==> src/rtl/rex_game_pkg.sv <==
// Shared types and constants for the Rex-Runner game core.
// Holds the game state encoding, coordinate type and jump height table.
package rex_game_pkg;

  typedef enum logic [1:0] {
    ST_IDLE  = 2'd0,
    ST_RUN   = 2'd1,
    ST_PAUSE = 2'd2,
    ST_OVER  = 2'd3
  } game_state_t;

  localparam int unsigned COORD_W_DEF = 16;
  localparam int unsigned JUMP_LEN    = 8;

  typedef logic [COORD_W_DEF-1:0] coord_t;

  // Height above ground for each jump tick; the last entry lands the dino.
  function automatic coord_t jump_y(input logic [2:0] idx);
    case (idx)
      3'd0:    jump_y = coord_t'(15);
      3'd1:    jump_y = coord_t'(27);
      3'd2:    jump_y = coord_t'(34);
      3'd3:    jump_y = coord_t'(36);
      3'd4:    jump_y = coord_t'(34);
      3'd5:    jump_y = coord_t'(27);
      3'd6:    jump_y = coord_t'(15);
      default: jump_y = '0;
    endcase
  endfunction

endpackage

==> src/rtl/rex_obst_slots.sv <==
// Obstacle slot array: per-tick scrolling, spawn allocation with gap timer,
// and per-slot horizontal overlap with the dino column.
module rex_obst_slots
  import rex_game_pkg::*;
#(
  parameter int unsigned N_OBST   = 3,
  parameter int unsigned COORD_W  = 16,
  parameter int unsigned SPAWN_X  = 232,
  parameter int unsigned DINO_X   = 16,
  parameter int unsigned DINO_W   = 16,
  parameter int unsigned OBST_W   = 16,
  parameter int unsigned GAP_MIN  = 24,
  parameter int unsigned GAP_MASK = 15
) (
  input  logic                        clk,
  input  logic                        rstn,
  input  logic                        i_clear,
  input  logic                        i_step,
  input  logic [3:0]                  i_speed,
  input  logic [15:0]                 i_rand,
  output logic [N_OBST*COORD_W-1:0]   o_x,
  output logic [N_OBST-1:0]           o_valid,
  output logic [N_OBST-1:0]           o_overlap
);

  logic [COORD_W-1:0] r_x [N_OBST];
  logic [COORD_W-1:0] w_x_nx [N_OBST];
  logic [N_OBST-1:0]  r_valid, w_valid_nx;
  logic [COORD_W-1:0] r_gap, w_gap_nx;
  logic [COORD_W-1:0] w_speed;
  logic               w_spawned;

  always_comb begin
    w_speed    = COORD_W'(i_speed);
    w_x_nx     = r_x;
    w_valid_nx = r_valid;
    w_gap_nx   = r_gap;
    w_spawned  = 1'b0;
    if (i_clear) begin
      for (int unsigned i = 0; i < N_OBST; i++) w_x_nx[i] = '0;
      w_valid_nx = '0;
      w_gap_nx   = COORD_W'(GAP_MIN);
    end else if (i_step) begin
      // Moving first lets a slot that leaves the screen this tick take the new spawn.
      for (int unsigned i = 0; i < N_OBST; i++) begin
        if (r_valid[i]) begin
          if (r_x[i] < w_speed) w_valid_nx[i] = 1'b0;
          else                  w_x_nx[i]     = r_x[i] - w_speed;
        end
      end
      if (r_gap != '0) begin
        w_gap_nx = r_gap - 1'b1;
      end else begin
        for (int unsigned i = 0; i < N_OBST; i++) begin
          if (!w_spawned && !w_valid_nx[i]) begin
            w_x_nx[i]     = COORD_W'(SPAWN_X);
            w_valid_nx[i] = 1'b1;
            w_spawned     = 1'b1;
            w_gap_nx      = COORD_W'(GAP_MIN) + (COORD_W'(i_rand) & COORD_W'(GAP_MASK));
          end
        end
      end
    end
  end

  always_ff @(posedge clk or negedge rstn) begin
    if (!rstn) begin
      for (int unsigned i = 0; i < N_OBST; i++) r_x[i] <= '0;
      r_valid <= '0;
      r_gap   <= COORD_W'(GAP_MIN);
    end else begin
      r_x     <= w_x_nx;
      r_valid <= w_valid_nx;
      r_gap   <= w_gap_nx;
    end
  end

  always_comb begin
    o_x       = '0;
    o_overlap = '0;
    for (int unsigned i = 0; i < N_OBST; i++) begin
      o_x[i*COORD_W +: COORD_W] = r_x[i];
      o_overlap[i] = r_valid[i]
                  && (r_x[i] < COORD_W'(DINO_X + DINO_W))
                  && (({1'b0, r_x[i]} + (COORD_W+1)'(OBST_W)) > (COORD_W+1)'(DINO_X));
    end
  end

  assign o_valid = r_valid;

endmodule

==> src/rtl/rex_game_core.sv <==
// Rex-Runner game controller: key sync, game FSM, tick divider, jump,
// score/speed ramp and LFSR; obstacle slots live in rex_obst_slots.
module rex_game_core
  import rex_game_pkg::*;
#(
  parameter int unsigned N_OBST       = 3,
  parameter int unsigned COORD_W      = 16,
  parameter int unsigned SCORE_W      = 16,
  parameter int unsigned TICK_DIV     = 50,
  parameter int unsigned SPAWN_X      = 232,
  parameter int unsigned DINO_X       = 16,
  parameter int unsigned DINO_W       = 16,
  parameter int unsigned OBST_W       = 16,
  parameter int unsigned OBST_H       = 26,
  parameter int unsigned SPEED_INIT   = 8,
  parameter int unsigned SPEED_MAX    = 12,
  parameter int unsigned SPEED_UP_PTS = 256,
  parameter int unsigned GAP_MIN      = 24,
  parameter int unsigned GAP_MASK     = 15,
  parameter logic [15:0] LFSR_SEED    = 16'hACE1
) (
  input  logic                      clk,
  input  logic                      rstn,
  input  logic                      in_up,
  input  logic                      in_pause,
  output logic [COORD_W-1:0]        rex_y,
  output logic [N_OBST*COORD_W-1:0] obstacle_x,
  output logic [N_OBST-1:0]         obst_valid,
  output logic [1:0]                state,
  output logic [SCORE_W-1:0]        score,
  output logic [3:0]                speed,
  output logic                      hit
);

  localparam int unsigned CNT_W = $clog2(TICK_DIV);

  game_state_t        r_state, w_state_nx;
  logic [CNT_W-1:0]   r_tick_cnt;
  logic [3:0]         r_jidx;
  logic [COORD_W-1:0] r_rex_y;
  logic [SCORE_W-1:0] r_score, w_score_inc;
  logic [3:0]         r_speed;
  logic               r_hit;
  logic [15:0]        r_lfsr;
  logic [1:0]         r_up_sync, r_pause_sync;
  logic               r_up_prev, r_pause_prev;
  logic               w_up_edge, w_pause_edge, w_tick, w_collide, w_step;
  logic               w_start, w_slot_clear, w_speed_bump;
  logic [N_OBST-1:0]  w_overlap;

  always_comb begin
    w_up_edge    = r_up_sync[1] & ~r_up_prev;
    w_pause_edge = r_pause_sync[1] & ~r_pause_prev;
    w_tick       = (r_state == ST_RUN) && (r_tick_cnt == CNT_W'(TICK_DIV - 1));
    w_collide    = (r_state == ST_RUN) && (|w_overlap) && (r_rex_y < COORD_W'(OBST_H));
    w_step       = w_tick && !w_collide;
    w_start      = (r_state == ST_IDLE) && w_up_edge;
    w_slot_clear = w_up_edge && ((r_state == ST_IDLE) || (r_state == ST_OVER));
    w_score_inc  = r_score + 1'b1;
    w_speed_bump = (r_score != '1) && ((w_score_inc % SCORE_W'(SPEED_UP_PTS)) == '0)
                && (r_speed < 4'(SPEED_MAX));
    w_state_nx   = r_state;
    case (r_state)
      ST_IDLE:  if (w_up_edge)    w_state_nx = ST_RUN;
      ST_RUN:   if (w_collide)    w_state_nx = ST_OVER;
                else if (w_pause_edge) w_state_nx = ST_PAUSE;
      ST_PAUSE: if (w_pause_edge) w_state_nx = ST_RUN;
      ST_OVER:  if (w_up_edge)    w_state_nx = ST_IDLE;
      default:  w_state_nx = ST_IDLE;
    endcase
  end

  always_ff @(posedge clk or negedge rstn) begin
    if (!rstn) begin
      r_state      <= ST_IDLE;
      r_tick_cnt   <= '0;
      r_jidx       <= '0;
      r_rex_y      <= '0;
      r_score      <= '0;
      r_speed      <= 4'(SPEED_INIT);
      r_hit        <= 1'b0;
      r_lfsr       <= LFSR_SEED;
      r_up_sync    <= '0;
      r_pause_sync <= '0;
      r_up_prev    <= 1'b0;
      r_pause_prev <= 1'b0;
    end else begin
      r_lfsr       <= {r_lfsr[0] ^ r_lfsr[2] ^ r_lfsr[3] ^ r_lfsr[5], r_lfsr[15:1]};
      r_up_sync    <= {r_up_sync[0], in_up};
      r_pause_sync <= {r_pause_sync[0], in_pause};
      r_up_prev    <= r_up_sync[1];
      r_pause_prev <= r_pause_sync[1];
      r_state      <= w_state_nx;
      r_hit        <= w_collide;
      if (w_start) begin
        r_tick_cnt <= '0;
        r_score    <= '0;
        r_speed    <= 4'(SPEED_INIT);
        r_jidx     <= '0;
        r_rex_y    <= '0;
      end else if ((r_state == ST_OVER) && w_up_edge) begin
        r_jidx  <= '0;
        r_rex_y <= '0;
      end else if ((r_state == ST_RUN) && !w_collide) begin
        r_tick_cnt <= w_tick ? '0 : r_tick_cnt + 1'b1;
        if (w_tick) begin
          if (r_score != '1) r_score <= w_score_inc;
          if (w_speed_bump)  r_speed <= r_speed + 4'd1;
        end
        // jidx==0 is grounded; 1..JUMP_LEN selects the next table height to apply.
        if (r_jidx != '0) begin
          if (w_tick) begin
            r_rex_y <= COORD_W'(jump_y(3'(r_jidx - 4'd1)));
            r_jidx  <= (r_jidx == 4'(JUMP_LEN)) ? '0 : r_jidx + 4'd1;
          end
        end else if (w_up_edge) begin
          r_jidx <= 4'd1;
        end
      end
    end
  end

  rex_obst_slots #(
    .N_OBST   (N_OBST),
    .COORD_W  (COORD_W),
    .SPAWN_X  (SPAWN_X),
    .DINO_X   (DINO_X),
    .DINO_W   (DINO_W),
    .OBST_W   (OBST_W),
    .GAP_MIN  (GAP_MIN),
    .GAP_MASK (GAP_MASK)
  ) u_slots (
    .clk       (clk),
    .rstn      (rstn),
    .i_clear   (w_slot_clear),
    .i_step    (w_step),
    .i_speed   (r_speed),
    .i_rand    (r_lfsr),
    .o_x       (obstacle_x),
    .o_valid   (obst_valid),
    .o_overlap (w_overlap)
  );

  assign rex_y = r_rex_y;
  assign state = r_state;
  assign score = r_score;
  assign speed = r_speed;
  assign hit   = r_hit;

endmodule

==> config.mk <==
export PLATFORM = sky130hd
export DESIGN_NAME = rex_game_core
export DESIGN_NICKNAME = d
export VERILOG_FILES = /design/src/rtl/rex_game_pkg.sv /design/src/rtl/rex_obst_slots.sv /design/src/rtl/rex_game_core.sv
export SDC_FILE = /design/constraint.sdc
export NUM_CORES = 1
export LEC_CHECK = 0
export ABC_AREA = 1
export BUFFER_PORTS_ARGS = -buffer_cell sky130_fd_sc_hd__buf_2
export CAP_MARGIN = 40
export CELL_PAD_IN_SITES_DETAIL_PLACEMENT = 1
export CELL_PAD_IN_SITES_GLOBAL_PLACEMENT = 1
export CORE_MARGIN = 5
export CORE_UTILIZATION = 45
export DETAILED_ROUTE_END_ITERATION = 8
export HOLD_SLACK_MARGIN = 0.1
export PLACE_DENSITY_LB_ADDON = 0.12
export SLEW_MARGIN = 20
export SYNTH_ARGS = -nofsm -noshare
export SYNTH_HDL_FRONTEND = slang
export SYNTH_SLANG_ARGS = --single-unit
==> constraint.sdc <==
create_clock -name clk -period 6.2 [get_ports clk]
set_clock_uncertainty 0.15 [all_clocks]
set_input_delay 0.31 -clock clk [delete_from_list [all_inputs] [get_ports clk]]
set_output_delay 0.31 -clock clk [all_outputs]
set_load 0.02 [all_outputs]
==> results.cfg <==
[sta]
fin_crit_sh_pct = 61.21
rsz0062_at_grt = false
layout_setup_ws_ns = 2.405
holdWs_ns = 0.1976
timing.fmax_mhz = 263.5
fin_tns_setup_ns = 0
hold_viol_final = 0
worst_pin_slew_ns = 0.8183
finalSetupViolations = 0
min_period_ns = 3.795
timing.slew.headroom_pct = 45.44
slew_violations = 0

[detailed_routing]
drcViolationCount = 0
initialDrtViolationCount = 373
ant_nets = 0
routedWlPerCell_um = 17.31
drt_pre_antenna_iters = 5
via_per_inst = 5.409
totalWireLength_um = 27440
vias = 8573

[floorplanning]
die_w_um = 150.7
row_count = 51
design.core.area_um2 = 19460
initial_utilization_pct = 45.76
design.die.area_um2 = 22700
ioPinCount = 94
die_h_um = 150.7

[global_routing]
grtUsageMet1_pct = 32.46
grt_util_all_layers_pct = 24.99
grt_pass1_vias = 9086
antenna_found_initial = 0
grt_max_degree = 67
overflow = 0
top_usage_layer = met2
grt_use_met2_pct = 43.10
grtUsageMet3_pct = 3.823
grt_pass1_wl_um = 45590

[clock_network]
cts.sinks = 127
insertion_delay_ns = 0.43
cts_max_level = 4
clkSlewWorstSetupHoldPaths_ns = 0.06
cts_tree = yes
cts_buffer_depth = 2
cts_buffers = 17
cts_root_buf = clkbuf_16

[setup_path]
path_cells = ha_1, inv_1, fa_1, nand3_1, nand3_1, a21boi_2, nand2_1, nand2_1, nand2_2, inv_1, nor3_2, nand3b_2, nand2_4, nand2_1, o21ai_2
cp.required_ns = 6.39
slowest_stage = dfrtp_1
critical_path_buf_inv_count = 2
end_kind = flip-flop
max_stage_delay_ns = 0.52
worst-path-max-fanout = 31
arrival_ns = 3.99
cp_top_family = simple AND/OR/NAND/NOR gates
critPathKind = reg2reg
cp-start-kind = flip-flop
path_common_cell = nand2_1

[finish]
layout_commonest_cell = nand2_1
nets = 1350
final-seq-area_um2 = 3192
final_cell_mix = nand2_1 (306), nand3_1 (135), inv_1 (133)
post-route-util_pct = 51.66
fin_area_um2 = 10050
multi_input_area_um2 = 4926
diodes = 0
drive_gt1_share_pct = 14.24
area_growth_pct = 12.88
nFillCells = 2577

[run]
maxCapViolCount = 0

[placement]
dp_hpwl_um = 19840
routabilityCongestion = 0.8766
place.port_buffers = 83
post-place-ws_ns = 2.466
dpl-instance-area_um2 = 9428

[hold_path]
hp-class = reg2reg

[logic_synthesis]
synth_cell_type_count = 53
async_reset_ff_share_pct = 100.0
synth-edff-count = 0
yosysWarnings = 0
synth-seq-area-share_pct = 35.84
postSynthAreaPerCell_um2 = 7.217
postSynthCellCount = 1234
ys_ff_latch = 127
synth_ff_type = dfrtp_1
synth_area_um2 = 8906

[status]
status = finished, final reports clean

[power_and_ir_drop]
power.density_nw_per_um2 = 297.1
leakage_nw = 5.210
irDropWorstVdd_v = 0.0002119
layer usage:
metal / part of all wire, % / routed length, µm / up-vias
li1: - / - / 4166
met1: 45 / 12340 / 4214
met2: 49 / 13470 / 152
met3: 3.7 / 1007 / 41
met4: 2.3 / 629 / 0
met5: 0 / 0 / -
kinds of logic after synthesis:
kind of cell / count (synthesis) / synth area share, %
flops: 127 / 35.84
simple gates: 658 / 33.35
xor+xnor: 47 / 4.622
fa+ha+maj: 39 / 5.732
buf+inv: 188 / 9.230
compound gates: 174 / 11.18
other cells: 1 / 0.04211
synthesized netlist by cell type, types with 2 or more instances:
master / n / share of area, %
o21ai_1: 3 / 0.17
nor4_1: 5 / 0.35
o211ai_1: 6 / 0.51
buf_4: 14 / 1.2
nand2_1: 306 / 13
nor3_1: 23 / 1.3
o21ai_2: 17 / 1.7
xnor2_1: 15 / 1.5
nand2_4: 6 / 0.76
nand3_1: 135 / 7.6
nand4_1: 35 / 2.5
o21ai_0: 86 / 4.8
xor2_1: 32 / 3.1
clkbuf_1: 7 / 0.30
nor3_2: 3 / 0.34
buf_1: 2 / 0.084
a21oi_1: 43 / 2.4
nand3b_1: 4 / 0.34
nand3_2: 2 / 0.22
or2_0: 2 / 0.14
nor2_1: 112 / 4.7
or2_2: 5 / 0.35
clkbuf_2: 2 / 0.11
ha_1: 36 / 5.1
dfrtp_1: 116 / 33
fa_1: 3 / 0.67
nor2_2: 11 / 0.77
inv_1: 133 / 5.6
inv_2: 6 / 0.25
clkinv_1: 2 / 0.084
buf_2: 15 / 0.84
a21boi_2: 2 / 0.25
buf_6: 5 / 0.63
dfstp_2: 11 / 3.2
o22ai_1: 11 / 0.77
stage by stage:
| stage | power (mW) | instances |
|---|---|---|
| 2_1_floorplan | 1.761 | 1243 |
| 3_3_place_gp | 1.954 | 1548 |
| 3_5_place_dp | 2.004 | 1548 |
| 4_1_cts | 3.006 | 1583 |
| 5_1_grt | 3.190 | 1585 |
| 6_report | 2.987 | 1585 |
repair_timing:
| item | in CTS | in global routing |
|---|---|---|
| resized for setup | 0 | 0 |
| buffers inserted | 0 | 0 |
| endpoints found under the hold margin | 60 | 0 |
| hold buffers | 3 | 0 |
registers in the layout (all words and copies together), names as in the netlist:
name / cells
r_up_sync: 2
u_slots.o_valid: 3
hit: 1
state: 2
speed: 4
r_tick_cnt: 6
u_slots.o_x: 48
u_slots.r_gap: 16
rex_y: 5
r_up_prev: 1
score: 16
r_lfsr: 16
r_jidx: 4
r_pause_sync: 2
r_pause_prev: 1
power breakdown:
group | leakage, nW | internal [mW] | switching (mW)
Sequential | 1.70 | 0.917 | 0.109
Clock | 0.265 | 0.567 | 0.411
Combinational | 3.25 | 0.319 | 0.663
final timing paths:
path | startpoint | endpoint | slack, ns | depth (start not counted)
hold / removal | r_lfsr[4] | r_lfsr[3] | 0.20 | 0
hold reg to reg | r_lfsr[4] | r_lfsr[3] | 0.20 | 0
max in group asynchronous | rstn | speed[3] | 4.46 | 4
setup / recovery | speed[0] | u_slots.r_gap[0] | 2.40 | 15
min in group asynchronous | rstn | u_slots.r_gap[13] | 0.32 | 2
setup reg to reg | speed[0] | u_slots.r_gap[0] | 2.40 | 15
cell type report:
class                           instances  share of cell area, %
Timing Repair Buffer                   91                  5.065
Clock buffer                           21                  4.480
Sequential cell                       127                  31.75
Clock inverter                         11                  1.095
Tap cell                              265                  3.298
Inverter                              142                  5.314
Multi-Input combinational cell        928                  49.00
No activity file was read; power rests on OpenSTA's default activity.
